<file path="src/rtl/tb_pkg.sv">
// Shared constants for the Smith-Waterman traceback walker: matrix geometry,
// move codes, FSM state encodings and the row/column to flat-index helper.
package tb_pkg;

    localparam int unsigned N     = 4;
    localparam int unsigned DIM   = N + 1;
    localparam int unsigned IDX_W = $clog2(DIM * DIM);
    localparam int unsigned RC_W  = $clog2(DIM);
    localparam int unsigned CNT_W = 4;
    localparam int unsigned SW    = 32;

    localparam logic [1:0] MV_DIAG = 2'b00;
    localparam logic [1:0] MV_UP   = 2'b01;
    localparam logic [1:0] MV_LEFT = 2'b10;

    localparam int unsigned ST_W = 4;
    localparam logic [ST_W-1:0] S_IDLE   = 4'd0;
    localparam logic [ST_W-1:0] S_F_CUR  = 4'd1;
    localparam logic [ST_W-1:0] S_CHK    = 4'd2;
    localparam logic [ST_W-1:0] S_F_TOP  = 4'd3;
    localparam logic [ST_W-1:0] S_F_LEFT = 4'd4;
    localparam logic [ST_W-1:0] S_F_DIAG = 4'd5;
    localparam logic [ST_W-1:0] S_CAP    = 4'd6;
    localparam logic [ST_W-1:0] S_EMIT   = 4'd7;
    localparam logic [ST_W-1:0] S_FIN    = 4'd8;

    function automatic logic [IDX_W-1:0] rc_to_idx(input logic [RC_W-1:0] r,
                                                   input logic [RC_W-1:0] c);
        return IDX_W'(r) * IDX_W'(DIM) + IDX_W'(c);
    endfunction

endpackage

</file>
<file path="src/rtl/tb_dir_select.sv">
// Traceback direction choice from the three neighbour scores (unsigned).
// Diagonal wins all ties, left wins a tie against top.
module tb_dir_select
    import tb_pkg::*;
(
    input  logic [SW-1:0] top,
    input  logic [SW-1:0] left,
    input  logic [SW-1:0] diag,
    output logic [1:0]    mv_code
);

    always_comb begin
        mv_code = MV_DIAG;
        if (diag < top) begin
            mv_code = (top > left) ? MV_UP : MV_LEFT;
        end else if (diag < left) begin
            mv_code = MV_LEFT;
        end
    end

endmodule

</file>
<file path="src/rtl/traceback_walker.sv">
// Sequential Smith-Waterman traceback: walks from the max-score cell toward
// the origin through the score RAM, emitting one move per step on a valid/ready stream.
module traceback_walker
    import tb_pkg::*;
(
    input  logic             clk,
    input  logic             rst_n,
    input  logic             start,
    input  logic [RC_W-1:0]  start_row,
    input  logic [RC_W-1:0]  start_col,
    input  logic             abort,
    output logic             rd_en,
    output logic [IDX_W-1:0] rd_addr,
    input  logic [SW-1:0]    rd_data,
    output logic             mv_valid,
    input  logic             mv_ready,
    output logic [1:0]       mv_code,
    output logic [IDX_W-1:0] mv_index,
    output logic             busy,
    output logic             done,
    output logic [CNT_W-1:0] path_len
);

    logic [ST_W-1:0]  state, state_nxt;
    logic [RC_W-1:0]  row, row_nxt, col, col_nxt;
    logic [IDX_W-1:0] idx, idx_nxt;
    logic [CNT_W-1:0] step_cnt, step_cnt_nxt;
    logic [SW-1:0]    top_q, top_nxt, left_q, left_nxt;
    logic [1:0]       dir_code_c;

    logic             rd_en_nxt, mv_valid_nxt, busy_nxt, done_nxt;
    logic [IDX_W-1:0] rd_addr_nxt, mv_index_nxt;
    logic [1:0]       mv_code_nxt;
    logic [CNT_W-1:0] path_len_nxt;

    // Diagonal score arrives on rd_data during CAP; decision is latched into mv_code then.
    tb_dir_select u_dir (
        .top     (top_q),
        .left    (left_q),
        .diag    (rd_data),
        .mv_code (dir_code_c)
    );

    always_comb begin
        state_nxt    = state;
        row_nxt      = row;
        col_nxt      = col;
        idx_nxt      = idx;
        step_cnt_nxt = step_cnt;
        top_nxt      = top_q;
        left_nxt     = left_q;
        mv_code_nxt  = mv_code;
        mv_index_nxt = mv_index;
        path_len_nxt = path_len;
        rd_en_nxt    = 1'b0;
        rd_addr_nxt  = '0;

        case (state)
            S_IDLE: begin
                if (start && !abort) begin
                    row_nxt      = start_row;
                    col_nxt      = start_col;
                    idx_nxt      = rc_to_idx(start_row, start_col);
                    step_cnt_nxt = '0;
                    path_len_nxt = '0;
                    state_nxt    = S_F_CUR;
                end
            end
            S_F_CUR:  state_nxt = S_CHK;
            S_CHK: begin
                if (row == '0 || col == '0 || rd_data == '0) begin
                    state_nxt = S_FIN;
                end else begin
                    state_nxt = S_F_TOP;
                end
            end
            S_F_TOP:  state_nxt = S_F_LEFT;
            S_F_LEFT: begin
                top_nxt   = rd_data;
                state_nxt = S_F_DIAG;
            end
            S_F_DIAG: begin
                left_nxt  = rd_data;
                state_nxt = S_CAP;
            end
            S_CAP: begin
                mv_code_nxt  = dir_code_c;
                mv_index_nxt = idx;
                state_nxt    = S_EMIT;
            end
            S_EMIT: begin
                if (mv_ready && !abort) begin
                    case (mv_code)
                        MV_UP: begin
                            idx_nxt = idx - IDX_W'(DIM);
                            row_nxt = row - RC_W'(1);
                        end
                        MV_LEFT: begin
                            idx_nxt = idx - IDX_W'(1);
                            col_nxt = col - RC_W'(1);
                        end
                        default: begin
                            idx_nxt = idx - IDX_W'(DIM + 1);
                            row_nxt = row - RC_W'(1);
                            col_nxt = col - RC_W'(1);
                        end
                    endcase
                    step_cnt_nxt = step_cnt + CNT_W'(1);
                    state_nxt    = S_F_CUR;
                end
            end
            S_FIN:    state_nxt = S_IDLE;
            default:  state_nxt = S_IDLE;
        endcase

        if (abort && state != S_IDLE) begin
            state_nxt = S_IDLE;
        end

        // Outputs are registered images of the state being entered.
        case (state_nxt)
            S_F_CUR: begin
                rd_en_nxt   = 1'b1;
                rd_addr_nxt = idx_nxt;
            end
            S_F_TOP: begin
                rd_en_nxt   = 1'b1;
                rd_addr_nxt = idx_nxt - IDX_W'(DIM);
            end
            S_F_LEFT: begin
                rd_en_nxt   = 1'b1;
                rd_addr_nxt = idx_nxt - IDX_W'(1);
            end
            S_F_DIAG: begin
                rd_en_nxt   = 1'b1;
                rd_addr_nxt = idx_nxt - IDX_W'(DIM + 1);
            end
            default: begin
                rd_en_nxt   = 1'b0;
                rd_addr_nxt = '0;
            end
        endcase

        mv_valid_nxt = (state_nxt == S_EMIT);
        done_nxt     = (state_nxt == S_FIN);
        busy_nxt     = (state_nxt != S_IDLE) && (state_nxt != S_FIN);
        if (done_nxt) begin
            path_len_nxt = step_cnt_nxt;
        end
    end

    always_ff @(posedge clk or negedge rst_n) begin
        if (!rst_n) begin
            state    <= S_IDLE;
            row      <= '0;
            col      <= '0;
            idx      <= '0;
            step_cnt <= '0;
            top_q    <= '0;
            left_q   <= '0;
            rd_en    <= 1'b0;
            rd_addr  <= '0;
            mv_valid <= 1'b0;
            mv_code  <= '0;
            mv_index <= '0;
            busy     <= 1'b0;
            done     <= 1'b0;
            path_len <= '0;
        end else begin
            state    <= state_nxt;
            row      <= row_nxt;
            col      <= col_nxt;
            idx      <= idx_nxt;
            step_cnt <= step_cnt_nxt;
            top_q    <= top_nxt;
            left_q   <= left_nxt;
            rd_en    <= rd_en_nxt;
            rd_addr  <= rd_addr_nxt;
            mv_valid <= mv_valid_nxt;
            mv_code  <= mv_code_nxt;
            mv_index <= mv_index_nxt;
            busy     <= busy_nxt;
            done     <= done_nxt;
            path_len <= path_len_nxt;
        end
    end

endmodule

</file>
<file path="config.mk">
export PLATFORM = sky130hd
export DESIGN_NAME = traceback_walker
export DESIGN_NICKNAME = d
export VERILOG_FILES = /design/src/rtl/tb_pkg.sv /design/src/rtl/tb_dir_select.sv /design/src/rtl/traceback_walker.sv
export SDC_FILE = /design/constraint.sdc
export NUM_CORES = 1
export LEC_CHECK = 0
export ABC_AREA = 1
export CAP_MARGIN = 20
export CORE_UTILIZATION = 50
export DETAILED_ROUTE_END_ITERATION = 8
export PLACE_DENSITY = 0.68
export SYNTH_ARGS = -nofsm -noshare
export SYNTH_HDL_FRONTEND = slang
export SYNTH_SLANG_ARGS = --single-unit
</file>
<file path="constraint.sdc">
create_clock -name clk -period 4.7 [get_ports clk]
set_input_delay 0.47 -clock clk [delete_from_list [all_inputs] [get_ports clk]]
set_output_delay 0.47 -clock clk [all_outputs]
set_load 0.05 [all_outputs]
</file>
==> metrics.cfg <==
[sta]
fin_crit_sh_pct = 64.1
maxSlewHeadroom_pct = 42.5
rsz0062_at_grt = no
fin_skew_ps = 9.58
finalWorstPathRequiredPeriod_ps = 3010
worst_slack_ps = 1690
hold_viol_final = 0
fmax_mhz = 332
slew_violations = 0
fin_setup_tns_ps = 0
tightest_slew_ps = 863
finalSetupViolCount = 0

[layout]
drive_gt1_share_pct = 4.84
area_growth_syn_to_layout_pct = 16.0
final_cells = 1193
final_core_util_pct = 59.8
antennaDiodeCount = 0
fin_nets = 1167
n_fill_cell = 1292

[global_routing]
grt_usage_pct = 22.8
grt.overflow.total = 0
antenna_found_initial = 0
grt_first_pass_wirelength_microns = 26700
grt_pass1_vias = 5712
grt_max_degree = 69

[synthesis]
yosysSeqAreaShare_pct = 35.7
netlist_top_cells_area = dfrtp_1, ha_1, nand2_1
synthFlopType = dfrtp_1
synth_common_cells = nand2_1, inv_1, ha_1
synthDistinctLibCells = 33
synth_nets = 1105
syn_avg_cell_area_sq_um = 7.63
yosysTopAreaCell = dfrtp_1
synth_top_area_share_pct = 35.7
synth_warnings = 0
ys_ff_latch = 103
synth-edff-count = 0
synth-async-reset-ratio_pct = 100
synth_area_sq_um = 7210
synth.most_common_cell = nand2_1
synthCells = 946

[setup_path]
setup.worst_path.end = rd_addr[4]
crit_path_end_kind = flop
crit-reg2reg-launch = col[0]
cp-start-kind = input pin
path_max_fanout = 4
reg2reg_depth = 17
crit_arrival_ps = 3260
critPathLaunch = start_row[2]
setup.worst_path.class = input pin to flop
rr_endpoint = rd_addr[4]
worstPathRequired_ps = 4950
regToRegSetupSlack_ps = 2090

[drt]
vias_per_cell = 5.05
drt_first_pass_iters = 5
routed_wl_microns = 15700
drc = 0
wire_per_inst_microns = 13.1
first_iter_violations = 311
vias = 6019
ant_nets = 0

[clock_network]
cts.sinks = 103
clock_latency_ps = 360
cts_buffers = 9
cts-htree-levels = 3
cts-hold-fix-buffers = 0
cts-resized-gates = 0
root_buffer = clkbuf_16
clk_path_buf_depth = 2
post_cts.repair.setup_buffers = 0
clk_pin_slew_ps = 80
cts_tree = done

[power_and_ir_drop]
vdd_drop_max_mv = 0.264
powerDensity_nw_per_um2 = 602
power_mw = 5.04
cellLeakagePower_nw = 4.59

[floorplanning]
start_util_pct = 51.6
core-area_sq_um = 14000
die_h_microns = 122
dieArea_sq_um = 14900
num_rows = 43
die_x_microns = 122
io_pins = 63

[placement]
port_buffers = 62
place.gp.congestion = 0.813
hpwlAfterDp_microns = 12200
preCtsSetupSlack_ps = 1310
dpl.cell_count = 1176

[job]
maxCapViolations = 0

[hold_path]
min_path_type = input pin to asynchronous set/reset pin

[status]
status = complete, no violations

metrics by stage:
stage	cell area [sq um]	hold slack, ps
2_1_floorplan	7210	174
3_3_place_gp	8030	469
3_5_place_dp	8030	473
4_1_cts	8350	259
5_1_grt	8370	301
6_report	8370	228
cell families (layout without fill, tap and decap cells):
| logic type | after synthesis | count (layout) | share of synthesized area [%] |
|---|---|---|---|
| adder cells (fa/ha/maj) | 116 | 116 | 20.2 |
| multiplexers | 1 | 1 | 0.139 |
| flip-flops | 103 | 103 | 35.7 |
| AO/OA/AOI/OAI | 171 | 171 | 12.6 |
| buffers and inverters | 179 | 246 | 9.33 |
| XOR/XNOR | 6 | 6 | 0.728 |
| AND/OR/NAND/NOR | 370 | 370 | 21.3 |
area by class of cell:
| class | instances | area (sq um) | share of cell area [%] |
|---|---|---|---|
| clock buffers | 9 | 225 | 2.69 |
| clock inverters | 7 | 97.6 | 1.17 |
| inverters | 165 | 619 | 7.40 |
| multi-input cells | 664 | 3970 | 47.5 |
| flip-flops and latches | 103 | 2580 | 30.8 |
| well taps | 180 | 225 | 2.69 |
| repair buffers | 65 | 653 | 7.80 |
cells in the final DEF (no fill, tap or decap), types with 3 or more instances in the layout:
| master | netlist | final |
|---|---|---|
| nand3_2 | 3 | 4 |
| nand2_2 | 4 | 5 |
| o21ai_1 | 3 | 3 |
| xnor2_1 | 4 | 4 |
| buf_4 | 0 | 3 |
| o21ai_0 | 94 | 94 |
| nor4_1 | 5 | 5 |
| o211ai_1 | 4 | 4 |
| inv_8 | 0 | 3 |
| nor2_1 | 56 | 56 |
| inv_2 | 11 | 11 |
| clkdlybuf4s50_1 | 0 | 61 |
| dfrtp_1 | 103 | 103 |
| o21a_1 | 6 | 6 |
| ha_1 | 115 | 115 |
| nand3_1 | 36 | 35 |
| nand4_1 | 11 | 11 |
| inv_1 | 154 | 154 |
| a21oi_1 | 55 | 55 |
| clkbuf_16 | 0 | 9 |
| a21oi_2 | 3 | 3 |
| nand2_1 | 247 | 246 |
state kept, by name, indices dropped and copies added, names as in the netlist, 4 cells and up:
signal	count
step_cnt	4
idx	5
rd_addr	5
path_len	4
state	4
mv_index	5
top_q	32
left_q	32
how the worst min path moves through the flow:
stage | slack (ps) | to | from
floorplan | 170 | busy | rst_n
CTS | 260 | left_q[3] | rst_n
global placement | 470 | left_q[29] | left_q[29]
global route | 300 | top_q[2] | rst_n
detailed placement | 470 | left_q[21] | left_q[21]
finish | 230 | top_q[2] | rst_n
power breakdown:
group	switching [mW]	internal (mW)	leakage, nW
registers	0.280	1.27	1.27
logic	1.64	1.03	3.17
clock network	0.379	0.431	0.158
total	2.30	2.74	4.59
worst max-delay path, cell delays in order:
cell,delay (ps)
clkdlybuf4s50_1,520
ha_1,250
ha_1,300
inv_1,60
fa_1,520
or2_1,130
nand3_2,120
ha_1,350
inv_1,80
nor2_1,40
nor2_1,80
nand2_1,70
xor2_1,140
nand2_1,70
nand2_1,40
metal layers:
| metal | GRT usage [%] | routed length (microns) |
|---|---|---|
| met1 | 31.6 | 7970 |
| met2 | 37.1 | 6960 |
| met3 | 4.35 | 612 |
| met4 | 4.73 | 143 |
| met5 | 0 | 0 |
Note: power is estimated with default switching activity, not from simulation.
